`config.mk`:
```
export PLATFORM = sky130hd
export DESIGN_NAME = rf_access_arbiter
export DESIGN_NICKNAME = d
export VERILOG_FILES = /design/src/rtl/rf_access_arbiter.sv
export SDC_FILE = /design/constraint.sdc
export NUM_CORES = 1
export LEC_CHECK = 0
export ABC_AREA = 1
export BUFFER_PORTS_ARGS = -buffer_cell sky130_fd_sc_hd__clkbuf_2
export CAP_MARGIN = 10
export CORE_ASPECT_RATIO = 1.2
export CORE_MARGIN = 5
export CORE_UTILIZATION = 40
export CTS_BUF_LIST = sky130_fd_sc_hd__clkbuf_16
export DETAILED_ROUTE_END_ITERATION = 7
export PLACE_DENSITY = 0.72
export SLEW_MARGIN = 20
export SYNTH_ARGS = -nofsm -noshare
export SYNTH_HDL_FRONTEND = slang
export SYNTH_SLANG_ARGS = --single-unit
```
`constraint.sdc`:
```
create_clock -name clk -period 2.8 [get_ports clk]
set_input_delay 0.28 -clock clk [delete_from_list [all_inputs] [get_ports clk]]
set_output_delay 0.28 -clock clk [all_outputs]
set_load 0.005 [all_outputs]
```
`src/rtl/rf_access_arbiter.sv`:
```
// Two-client round-robin sequencer in front of a small register file.
// Each accepted request becomes one IDLE->ACCESS pair; reads return one cycle after the grant.
module rf_access_arbiter #(
  parameter int DATA_W = 8,
  parameter int ADDR_W = 2
) (
  input  logic              clk,
  input  logic              rst_n,
  input  logic              req0,
  input  logic              req1,
  input  logic              we0,
  input  logic              we1,
  input  logic [ADDR_W-1:0] addr0,
  input  logic [ADDR_W-1:0] addr1,
  input  logic [DATA_W-1:0] wdata0,
  input  logic [DATA_W-1:0] wdata1,
  output logic              gnt0,
  output logic              gnt1,
  output logic              rvalid0,
  output logic              rvalid1,
  output logic [DATA_W-1:0] rdata,
  output logic              rf_wr_en,
  output logic [ADDR_W-1:0] rf_w_addr,
  output logic [ADDR_W-1:0] rf_r_addr,
  output logic [DATA_W-1:0] rf_w_data,
  input  logic [DATA_W-1:0] rf_r_data
);

  typedef enum logic {IDLE, ACCESS} state_t;

  state_t              state_q, state_d;
  logic                win_q, win_d;
  logic                last_q, last_d;
  logic                we_q, we_d;
  logic [ADDR_W-1:0]   addr_q, addr_d;
  logic [DATA_W-1:0]   wdata_q, wdata_d;
  logic [DATA_W-1:0]   rdata_q, rdata_d;
  logic                rvld_q, rvld_d;
  logic                rwin_q, rwin_d;
  logic                pick;

  // On a tie the client that was not granted last wins.
  always_comb begin
    if (req0 && req1) pick = ~last_q;
    else              pick = req1;
  end

  always_comb begin
    state_d = state_q;
    win_d   = win_q;
    last_d  = last_q;
    we_d    = we_q;
    addr_d  = addr_q;
    wdata_d = wdata_q;
    rdata_d = rdata_q;
    rvld_d  = 1'b0;
    rwin_d  = rwin_q;
    case (state_q)
      IDLE: begin
        if (req0 || req1) begin
          state_d = ACCESS;
          win_d   = pick;
          last_d  = pick;
          we_d    = pick ? we1    : we0;
          addr_d  = pick ? addr1  : addr0;
          wdata_d = pick ? wdata1 : wdata0;
        end
      end
      ACCESS: begin
        state_d = IDLE;
        if (!we_q) begin
          rdata_d = rf_r_data;
          rvld_d  = 1'b1;
          rwin_d  = win_q;
        end
      end
      default: state_d = IDLE;
    endcase
  end

  always_ff @(posedge clk) begin
    if (!rst_n) begin
      state_q <= IDLE;
      win_q   <= 1'b0;
      last_q  <= 1'b1;
      we_q    <= 1'b0;
      addr_q  <= '0;
      wdata_q <= '0;
      rdata_q <= '0;
      rvld_q  <= 1'b0;
      rwin_q  <= 1'b0;
    end else begin
      state_q <= state_d;
      win_q   <= win_d;
      last_q  <= last_d;
      we_q    <= we_d;
      addr_q  <= addr_d;
      wdata_q <= wdata_d;
      rdata_q <= rdata_d;
      rvld_q  <= rvld_d;
      rwin_q  <= rwin_d;
    end
  end

  // Grants and the write strobe are gated by rst_n so a reset landing in ACCESS aborts the access.
  assign gnt0      = rst_n && (state_q == ACCESS) && !win_q;
  assign gnt1      = rst_n && (state_q == ACCESS) &&  win_q;
  assign rf_wr_en  = rst_n && (state_q == ACCESS) &&  we_q;
  assign rvalid0   = rvld_q && !rwin_q;
  assign rvalid1   = rvld_q &&  rwin_q;
  assign rdata     = rdata_q;
  assign rf_w_addr = addr_q;
  assign rf_r_addr = addr_q;
  assign rf_w_data = wdata_q;

endmodule

```
Word level (Yosys, flattened, before mapping)
Index checks and enable logic that the tools add are counted.
{"block": "word_totals", "regBits": 24, "input_bits": 34, "out_inout_bits": 25, "word_cells": 32}
{"block": "classes", "mux": 7, "bitwise": 3, "reduce_logical": 13}
{"operator": "8-bit 2-to-1 mux", "n": 1}
{"operator": "1-bit logical AND", "n": 7}
{"operator": "2-bit AND reduction", "n": 3}
{"operator": "1-bit 2-to-1 mux", "n": 4}
{"operator": "1-bit NOT", "n": 3}
{"operator": "1-bit zero test", "n": 2}
{"operator": "2-bit 2-to-1 mux", "n": 1}
{"operator": "1-bit one-hot mux with 2 select lines", "n": 1}
{"operator": "1-bit logical OR", "n": 1}

Logic depth before layout (Yosys ltp)
{"block": "logic_depth", "ltp_word": 3, "ltp_mapped": 6, "ltp_nobuf": 5}

Worst setup path before layout
Ideal clock, no wire load.
{"block": "synth_timing", "kind": "register -> register", "from": "register state_q", "to": "register addr_q[0] (netlist: rf_r_addr[0])", "setup_time_ns": 0.111, "t_arrival_ns": 0.775, "t_required_ns": 2.689, "slack_ns": 1.914, "path_stages_with_launch": 7, "n_path_buf": 1, "period_less_slack_ns": 0.886, "cell_sequence": "dfxtp_1 inv_2 o21ai_2 buf_4 nand2_1 nand2_1 nor2_1"}
{"block": "synth_between", "elab_chain_cells": 2}
{"element": "start: declaration", "line_no": "31", "text": "state_t state_q, state_d;"}
{"element": "start signal: assignment", "line_no": "93", "text": "state_q <= state_d;"}
{"element": "1-bit NOT"}
{"element": "2-bit AND reduction (no line)"}
{"element": "end signal: assignment", "line_no": "97", "text": "addr_q <= addr_d;"}
{"element": "end: declaration", "line_no": "35", "text": "logic [ADDR_W-1:0] addr_q, addr_d;"}
Every way passes these cells.
A chain may end at the register's enable or synchronous reset.

Worst setup path in the final report
{"block": "layout_timing", "from": "input port req1", "to": "register we_q"}
{"block": "layout_between", "elab_chain_cells": 3, "word_cells_on_any_way": 5, "classes_between": "mux: 2; reduce/logical: 3"}
{"element": "start: declaration", "line_no": "10", "text": "input logic req1,"}
{"element": "1-bit logical AND", "line_no": "44", "text": "if (req0 && req1) pick = ~last_q;"}
{"element": "1-bit 2-to-1 mux", "line_no": "44"}
{"element": "1-bit 2-to-1 mux", "line_no": "64", "text": "we_d = pick ? we1 : we0;"}
{"element": "end signal: assignment", "line_no": "96", "text": "we_q <= we_d;"}
{"element": "end: declaration", "line_no": "34", "text": "logic we_q, we_d;"}
Several ways; a longest one is shown, not always the timed one.

==> summary.md <==
Number of hold buffers added after CTS: 0. Traced cell by cell, the critical path runs through clkbuf_2, nor2_1, nor2_1, nand2_1, nor2_1, nor2_1. The switching share of power was 25.4%.

The floorplan step defined a die boundary enclosing 4010 um^2. The biggest cell delay along the critical path was 550 ps; the number of sinks driven by the clock tree was 24. The DRC violation count after routing was 0; the count of antenna-violating nets left after detailed routing was 0. In this run the mean area of a mapped cell was 6.57 um^2. The post-synthesis sequential element count was 24. STA classifies the critical path startpoint as an input port. The overflow left after global routing is 0. The congestion estimate from routability-driven global placement came to 0.752.

The maximum clock path buffer count is 2, and the leakage power is 0.825 nW. For the worst-skew pair, the clock arrives at the later sink with an insertion delay of 250 ps. The startpoint identified for the worst hold timing path is rf_r_data[5]. The area of the mapped netlist is 1140 um^2, and the final critical-path share of the clock period is 50.7%. The power consumption was 853 uW; the total via count after detailed routing was 1183. Highest-delay cell along the critical path: sky130_fd_sc_hd__nor2_1. The die is 58.7 um wide.

The critical path class was input port to flip-flop. The initial antenna violation count is 0. Adding up every negative setup slack in the final design gives 0 ps. Buffers inserted during clock tree synthesis total 3.

The fraction of final layout cells with drive strength greater than 1 was 28.4%; the final antenna diode count was 0. The number of global-route vias before repair is 1056, and the wire length reported by the detailed router is 2590 um. The number of hold violations in the final report came out at 0. In this run the tool buffered the top-level ports with 58 buffer cells. The most critical setup path has its startpoint at req1.

The first TritonRoute pass finished after 4 iterations. The buffer cell driving the clock tree root is sky130_fd_sc_hd__clkbuf_16. The Yosys step of the flow raised 0 warnings. VDD sags by at most 0.294 mV.

The routed design could run at a clock period as short as 1420 ps. Synthesis instantiated 15 different standard cells from the library. During I/O placement, the number of pins put on the boundary was 59. The standard cell core area is 2760 um^2, and the count of maximum capacitance violations is 0. The internal power of the cells totals 637 uW. Combinational logic burns 19.2% of the power. Clock-pin slew was measured on the worst setup and hold paths at 60 ps.

After floorplanning, the core was divided into 21 placement rows. The run gives 1 as the count of H-tree levels built during CTS. For the worst setup path, the data required time is 2950 ps. Once the clock tree was built, the resizer swapped 0 gates to a different size. Entering global routing, the biggest net connects 26 pins.

Sequential cells burn 45.8% of the power. Of the synthesized area, sequential elements account for 42.2%. The share of total power dissipated in the clock network is 35.1%. The estimated wirelength of the detail-placed design was 1980 um. The flow ran to the end, and the final reports show no timing, DRC or antenna violations. The total nets after synthesis was 207; the DRC violation total after the first TritonRoute iteration was 40. Initial core utilization: 41.2%.

The final-report max-slew violation count is 0, and the number of nets in the layout is 260. The critical-path maximum fanout works out to 25. In this run the tightest slew margin relative to its limit is 53.7%. The tightest min-delay check is of the input port to flip-flop type. The endpoint type of the worst setup path is a flip-flop.

Measured on the finished design, the core utilization comes to 54.1%. Setup violations remaining at the end of the flow were counted as 0. The area growth from synthesis to layout is 31.4%, and the switching power is 216 uW.

For the number of instances in the synthesized netlist, the log shows 173. Setup repair after global routing left no endpoint under its margin. The floorplan step set the die height to 68.4 um. After detailed routing, the number of vias per cell comes to 4.57.

For the global-route usage over all layers, the log shows 13.5%. TritonCTS built the clock tree. Power spread over the standard cell area amounts to 571 nW/um^2. For the worst setup path, the data arrival time is 1570 ps. The buffer count from post-CTS setup fixing is 0, and the routed wire length per instance is 10.0 um. By instance count, the cell type seen most on the critical path is sky130_fd_sc_hd__nor2_1. The tools report the startpoint of the worst register-to-register path as last_q$_SDFFE_PN1P_.

On the final layout, the worst clock skew is 1.97 ps. The first global-routing pass estimated 4280 um of wire. Transition time of the tightest slew-check pin: 692 ps. Based on the critical path, the design can be clocked at up to 0.705 GHz.
[power groups by stage]
| stage | Combinational, mW | Sequential, mW | Clock (mW) |
|---|---|---|---|
| floorplan | 0.102 | 0.399 | 0 |
| global placement | 0.163 | 0.397 | 0 |
| detailed placement | 0.165 | 0.398 | 0 |
| CTS | 0.166 | 0.391 | 0.308 |
| global route | 0.190 | 0.395 | 0.324 |
| finish | 0.163 | 0.391 | 0.299 |
[cell usage after synthesis]
master                     count  area [um^2]
sky130_fd_sc_hd__a21boi_0      3         22.5
sky130_fd_sc_hd__a21boi_1      8         60.1
sky130_fd_sc_hd__a21oi_1       2         10.0
sky130_fd_sc_hd__buf_2         5         25.0
sky130_fd_sc_hd__buf_4         4         30.0
sky130_fd_sc_hd__clkbuf_1      2         7.51
sky130_fd_sc_hd__dfxtp_1      24          480
sky130_fd_sc_hd__inv_1        16         60.1
sky130_fd_sc_hd__inv_2         1         3.75
sky130_fd_sc_hd__nand2_1      38          143
sky130_fd_sc_hd__nand3_1      13         65.1
sky130_fd_sc_hd__nor2_1       47          176
sky130_fd_sc_hd__o21ai_0       8         40.0
sky130_fd_sc_hd__o21ai_1       1         5.00
sky130_fd_sc_hd__o21ai_2       1         8.76
[layout make-up]
type,count,area (um^2)
clock inverter,1,3.75
tap,34,42.5
inverter,17,63.8
timing repair buffer,59,298
sequential,24,480
multi-input combinational,121,531
clock buffer,3,75.1
fill,302,1260
[through the flow]
stage	setup slack [ps]	instances	cell area, um^2	hold WS [ps]
after global placement	1160	255	1420	424
after CTS	1410	259	1490	260
after detailed placement	1150	255	1420	440
after global routing	1180	259	1490	267
after floorplan	1910	173	1140	412
final	1380	259	1490	260
[cell families (layout without fill, tap and decap cells)]
logic type             after synthesis  in the layout  share of synthesized area, %
and+or+nand+nor                     98             98                          33.8
AOI/OAI and AO/OA                   23             23                          12.9
DFF                                 24             24                          42.2
buffers and inverters               28             80                          11.1
[per-layer routing]
| metal | track usage (%) | wire, um |
|---|---|---|
| met1 | 17.0 | 1140 |
| met2 | 22.8 | 1160 |
| met3 | 3.02 | 258 |
| met4 | 4.25 | 26 |
| met5 | 0 | 0 |
[state kept, by name, summed over array words and instances, names as in the netlist]
name,count
we_q,1
rwin_q,1
rf_w_data,8
rdata,8
rvld_q,1
win_q,1
state_q,1
last_q,1
rf_r_addr,2
[layout by cell type (no fill, tap or decap), types with 2 or more instances in the layout]
cell / Yosys / routed
sky130_fd_sc_hd__clkbuf_16: 0 / 3
sky130_fd_sc_hd__a21oi_1: 2 / 2
sky130_fd_sc_hd__nor2_1: 47 / 47
sky130_fd_sc_hd__inv_1: 16 / 16
sky130_fd_sc_hd__nand2_1: 38 / 38
sky130_fd_sc_hd__clkbuf_2: 0 / 58
sky130_fd_sc_hd__o21ai_0: 8 / 8
sky130_fd_sc_hd__a21boi_0: 3 / 3
sky130_fd_sc_hd__a21boi_1: 8 / 8
sky130_fd_sc_hd__nand3_1: 13 / 13
sky130_fd_sc_hd__dfxtp_1: 24 / 24
[worst max-delay path: cells and delay by family]
family                 cells  cell delay [ps]
and+or+nand+nor            5              910
buffers and inverters      1              360
[worst paths after layout]
kind / end / slack [ps] / depth (start not counted)
worst max-delay path: we_q$_SDFFE_PN0P_ / 1380 / 6
worst min-delay path: rdata[5]$_SDFFE_PN0P_ / 260 / 3
worst max register to register: rf_w_data[2]$_SDFFE_PN0P_ / 1500 / 4
worst min register to register: rvld_q$_SDFF_PN0_ / 450 / 1
No activity file was read; power rests on OpenSTA's default activity.
